--- config.mk ---
export PLATFORM = sky130hd
export DESIGN_NAME = pipeline_stage_reg
export DESIGN_NICKNAME = d
export VERILOG_FILES = /design/src/rtl/pipeline_stage_reg.sv
export SDC_FILE = /design/constraint.sdc
export NUM_CORES = 1
export LEC_CHECK = 0
export BUFFER_PORTS_ARGS = -buffer_cell sky130_fd_sc_hd__clkbuf_2
export CORE_UTILIZATION = 30
export CTS_CLUSTER_DIAMETER = 80
export CTS_CLUSTER_SIZE = 8
export DETAILED_ROUTE_END_ITERATION = 6
export PLACE_DENSITY_LB_ADDON = 0.15
export SETUP_SLACK_MARGIN = 0.3
export SKIP_CTS_REPAIR_TIMING = 1
export SLEW_MARGIN = 20
export SYNTH_ARGS = -nofsm -noshare
export SYNTH_HDL_FRONTEND = slang
export SYNTH_SLANG_ARGS = --single-unit
--- constraint.sdc ---
create_clock -name clk -period 21.6 [get_ports clk]
set_input_delay 1.08 -clock clk [delete_from_list [all_inputs] [get_ports clk]]
set_output_delay 1.08 -clock clk [all_outputs]
set_load 0.05 [all_outputs]
--- src/rtl/pipeline_stage_reg.sv ---
// pipeline_stage_reg: 2-entry in-order elastic pipeline register (main + skid).
// The main register drives the outputs. The skid register absorbs one entry
// while main is held, so in_ready is a plain flop output ("skid empty").
// Optional build macro: PIPE_STAGE_PERF_EN adds saturating stall/flush
// performance counters (perf_stall_cnt, perf_flush_cnt).
module pipeline_stage_reg #(
  parameter int              XLEN      = 32,
  parameter int              ILEN      = 32,
  parameter logic [ILEN-1:0] NOP_INSTR = ILEN'(32'h0000_0013)
) (
  input  logic            clk,
  input  logic            rst,
  input  logic            in_valid,
  output logic            in_ready,
  input  logic [XLEN-1:0] in_pc0,
  input  logic [XLEN-1:0] in_pc4,
  input  logic [ILEN-1:0] in_instr,
  input  logic            in_invalid,
  input  logic            flush,
  input  logic            stall,
  output logic            out_valid,
  input  logic            out_ready,
  output logic [XLEN-1:0] out_pc0,
  output logic [XLEN-1:0] out_pc4,
  output logic [ILEN-1:0] out_instr,
  output logic            out_invalid
`ifdef PIPE_STAGE_PERF_EN
  ,
  output logic [31:0]     perf_stall_cnt,
  output logic [31:0]     perf_flush_cnt
`endif
);

  // Bubble entries carry the canonical NOP instead of whatever upstream drove.
  function automatic logic [ILEN-1:0] bubble_instr(input logic            inv,
                                                   input logic [ILEN-1:0] instr);
    return inv ? NOP_INSTR : instr;
  endfunction

  // Counter increment that sticks at all-ones instead of wrapping.
  function automatic logic [31:0] sat_inc(input logic [31:0] cnt);
    return (cnt == 32'hFFFF_FFFF) ? cnt : cnt + 32'd1;
  endfunction

  // Skid register (p0) and main register (p1).
  logic            vld_p0;
  logic [XLEN-1:0] pc0_p0;
  logic [XLEN-1:0] pc4_p0;
  logic [ILEN-1:0] instr_p0;
  logic            inv_p0;

  logic            vld_p1;
  logic [XLEN-1:0] pc0_p1;
  logic [XLEN-1:0] pc4_p1;
  logic [ILEN-1:0] instr_p1;
  logic            inv_p1;

  logic            in_xfer;
  logic            drain;
  logic            load_main_in;
  logic            load_main_skid;
  logic            load_skid;
  logic [ILEN-1:0] in_instr_eff;

  // Skid is only ever occupied while main is occupied, so "skid empty" is the
  // whole acceptance condition and needs no combinational path from downstream.
  assign in_ready       = ~vld_p0;
  assign in_xfer        = in_valid & in_ready;
  assign drain          = vld_p1 & out_ready & ~stall;
  assign in_instr_eff   = bubble_instr(in_invalid, in_instr);

  // Flush blocks every data move; reset is handled separately below.
  assign load_main_skid = ~flush & drain & vld_p0;
  assign load_main_in   = ~flush & in_xfer & (~vld_p1 | drain);
  assign load_skid      = ~flush & in_xfer & vld_p1 & ~drain;

  // Occupancy control: reset, then flush, then drain/fill.
  always_ff @(posedge clk) begin
    if (rst) begin
      vld_p0 <= 1'b0;
      vld_p1 <= 1'b0;
    end else if (flush) begin
      vld_p0 <= 1'b0;
      vld_p1 <= 1'b0;
    end else if (drain) begin
      if (vld_p0) begin
        vld_p0 <= 1'b0;
      end else begin
        vld_p1 <= in_xfer;
      end
    end else if (!vld_p1) begin
      vld_p1 <= in_xfer;
    end else if (in_xfer) begin
      vld_p0 <= 1'b1;
    end
  end

  // ---- stage p1: main register, loaded from skid first, else from input ----
  // PCs are left untouched when main empties so they hold their last value.
  always_ff @(posedge clk) begin
    if (rst) begin
      pc0_p1   <= '0;
      pc4_p1   <= '0;
      instr_p1 <= NOP_INSTR;
      inv_p1   <= 1'b1;
    end else if (load_main_skid) begin
      pc0_p1   <= pc0_p0;
      pc4_p1   <= pc4_p0;
      instr_p1 <= instr_p0;
      inv_p1   <= inv_p0;
    end else if (load_main_in) begin
      pc0_p1   <= in_pc0;
      pc4_p1   <= in_pc4;
      instr_p1 <= in_instr_eff;
      inv_p1   <= in_invalid;
    end
  end

  // ---- stage p0: skid register, captures input while main is held ----
  always_ff @(posedge clk) begin
    if (load_skid) begin
      pc0_p0   <= in_pc0;
      pc4_p0   <= in_pc4;
      instr_p0 <= in_instr_eff;
      inv_p0   <= in_invalid;
    end
  end

  assign out_valid   = vld_p1;
  assign out_pc0     = pc0_p1;
  assign out_pc4     = pc4_p1;
  assign out_instr   = vld_p1 ? instr_p1 : NOP_INSTR;
  assign out_invalid = vld_p1 ? inv_p1 : 1'b1;

`ifdef PIPE_STAGE_PERF_EN
  // Saturating counters: cycles holding a valid output, and flush cycles.
  always_ff @(posedge clk) begin
    if (rst) begin
      perf_stall_cnt <= 32'd0;
      perf_flush_cnt <= 32'd0;
    end else begin
      if (vld_p1 && !(out_ready && !stall)) begin
        perf_stall_cnt <= sat_inc(perf_stall_cnt);
      end
      if (flush) begin
        perf_flush_cnt <= sat_inc(perf_flush_cnt);
      end
    end
  end
`endif

endmodule

==> impl_results.md <==
- Net Count, Synth: around 760
- Initial antenna violation count: 0
- Max stage delay cell, worst path: buf_4
- Commonest non-fill, non-tap cells in the layout: clkbuf_2, dfxtp_1, edfxtp_1, a21oi_1, nand3_1
- CTS Sinks: around 200
- Synth cell types: 26
- Critical path class: input port to flop
- Achievable Freq: roughly 340 MHz
- Max VDD drop: 40.4 uV
- Top layer in use: met4
- Latest clock arrival within the worst-skew pair: about 0.43 ns
- Fin nets: roughly 930
- Status: finished clean
- TritonCTS clock tree: yes
- Commonest non-fill, non-tap cell in the layout: clkbuf_2
- Crit path from: flush
- Cell area power density: 84.5 nW/um2
- Setup crit end kind: flop
- Synth Register Bits: 196
- Port buffer count: approximately 200
- Area contributors post-synth: edfxtp_1, dfxtp_1, a21oi_1
- Cell mode on critical path: buf_4
- Number of global-route vias before repair: approximately 5500
- YS warnings: 0
- Met3 wire len: 1040 um
- Register area share after synthesis: 65.7%
- Worst-Margin Slew: 0.897 ns
- Worst path max stage delay: 0.71 ns
- Initial Util: between 30% and 40%
- R2R Path Start: out_valid
- Global-route wire length before repair: 31600 um
- Leak Pwr: ~3.5 nW
- Final ANT Viol Nets: 0
- Grt total ovfl: 0
- Die ar.: roughly 25000 um2
- Routability cong.: ~0.69
- Routed vias/inst: 4.93
- Die X: roughly 160 um
- Critical Path Source Type: input port
- CTS H-tree lvls: 4
- Drt initial violations: between 300 and 400
- Hold Crit Class: flop to flop
- Routed met2 length: 8870 um
- Post-layout minimum cycle time: around 3.0 ns
- Residual DRC count: 0
- Synthesis-to-layout area growth: 24.3%
- Crit path DAT: approximately 3.0 ns
- HP Start: instr_p1[1]
- Worst path required time: roughly 22 ns
- CP Cell Sequence: clkbuf_2, nor2b_1, nor3b_2, buf_4, buf_4
- Pins Over Slew Limit: 0
- Avg Inst Size Synth: between 10 and 15 um2
- Max Cap Viol: 0
- CTS Buf Count: 17
- Tot Pwr: between 0.7 and 0.8 mW
- Setup Viol. Count Final: 0
- Largest net degree at the start of global routing: 70
- Total routed wire length on the met1 layer: between 10000 and 15000 um
- Largest area contributor in the netlist: edfxtp_1
- Post-DP HPWL: roughly 12000 um
- Mapped Cells: about 660
- Share of the synthesized area in the top cell type: between 30 and 40%
- CP max FO: 56
- Core Area: 24300 um2
- Clock Pin Slew Worst Setup and Hold Paths: 0.07 ns
- Ant. Diodes: 0
- Final Hold Viols: 0
- WL/cell: 17.3 um
- Via count: between 5000 and 6000
- Row count: 57
- RSZ-0062 raised after global routing: no
- Tcrit/Tclk final: 13.7%
- CTS Buffer Depth: 2
- Detailed Routing Iterations Pass 1: 4
- Post-Syn Area: about 7500 um2
- Filler Cells Inserted: between 2000 and 2500
- # IOs: 202
- Headroom to the max-slew limit: approximately two fifths
- Clk root buf: clkbuf_16
- Share of layout cells above drive strength 1: between 20% and 30%
- Post-Route WL: slightly above 20000 um
- Vert. Die Dim: 160 um
- Clock Skews: approximately 0.012 ns
- GRT Overall Usage: 15.8%
- Setup tns final: 0 ns
routing by layer:
metal	vias up	global-route usage, %
met5	-	0
li1	2757	-
met3	14	3.69
met1	2804	22.5
met2	170	24.0
met4	0	4.41
where the power goes:
| part | total (mW) | switching [mW] | internal (mW) |
|---|---|---|---|
| sequential | 0.404 | 0.00473 | 0.400 |
| clock | 0.307 | 0.152 | 0.155 |
| combinational | 0.0718 | 0.0511 | 0.0207 |
| total | 0.783 | 0.208 | 0.575 |
per-stage QoR:
stage / hold slack (ns) / worst slack (ns) / std cells / instance area [um2] / util, %
2_1_floorplan: 0.429 / 12.59 / 659 / 7450 / -
3_3_place_gp: 0.439 / 18.19 / 1133 / 8700 / 35.8
3_5_place_dp: 0.440 / 18.16 / 1133 / 8700 / 35.8
4_1_cts: 0.452 / 18.63 / 1165 / 9270 / 38.1
5_1_grt: 0.465 / 18.50 / 1165 / 9270 / 38.1
6_report: 0.449 / 18.65 / 1165 / 9270 / 38.1
final cells by class:
type,instances,area [um2],area share [%]
Clock buffer,19,443,4.78
Clock inverter,13,119,1.28
Inverter,1,3.75,0.0405
Multi-Input combinational cell,402,2320,25.1
Sequential cell,196,4890,52.8
Tap cell,324,405,4.37
Timing Repair Buffer,210,1080,11.6
worst max-delay path: cells and delay by family:
kind                   cells  cell delay [ns]
buffers and inverters      3             1.36
AND/OR/NAND/NOR            2             0.49
cells in the mapped netlist:
cell type   n
a2111oi_0   1
a211o_1     1
a211oi_1   34
a211oi_2    1
a21oi_1    93
a221oi_1    4
a22oi_1    59
and2_1     29
and3_1      1
buf_2      20
buf_4       5
clkbuf_1   35
dfxtp_1    99
edfxtp_1   97
inv_1       1
nand2_1    37
nand2b_1    5
nand2b_4    1
nand3_1    64
nor2_1     33
nor2b_1    31
nor3_1      2
nor3b_1     1
o21ai_0     1
o22ai_1     1
or2_2       3
state kept, by name, summed over array words and instances (netlist names):
register   cells
pc0_p0        32
inv_p0         1
out_valid      1
instr_p0      32
out_pc0       32
vld_p0         1
instr_p1      32
inv_p1         1
out_pc4       32
pc4_p0        32
cell families after synthesis:
group                  after synthesis  synth area share [%]
AND/OR/NAND/NOR                    207                  14.0
AO/OA/AOI/OAI                      195                  16.6
buffers and inverters               61                  3.66
flip-flops                         196                  65.7
worst paths after layout:
kind,slack (ns),cells past startpoint,endpoint
setup / recovery,18.65,5,pc0_p0[20]
hold / removal,0.45,2,instr_p1[1]
setup reg to reg,19.08,4,pc0_p0[20]
hold reg to reg,0.45,2,instr_p1[1]
No activity file was read; power rests on OpenSTA's default activity.
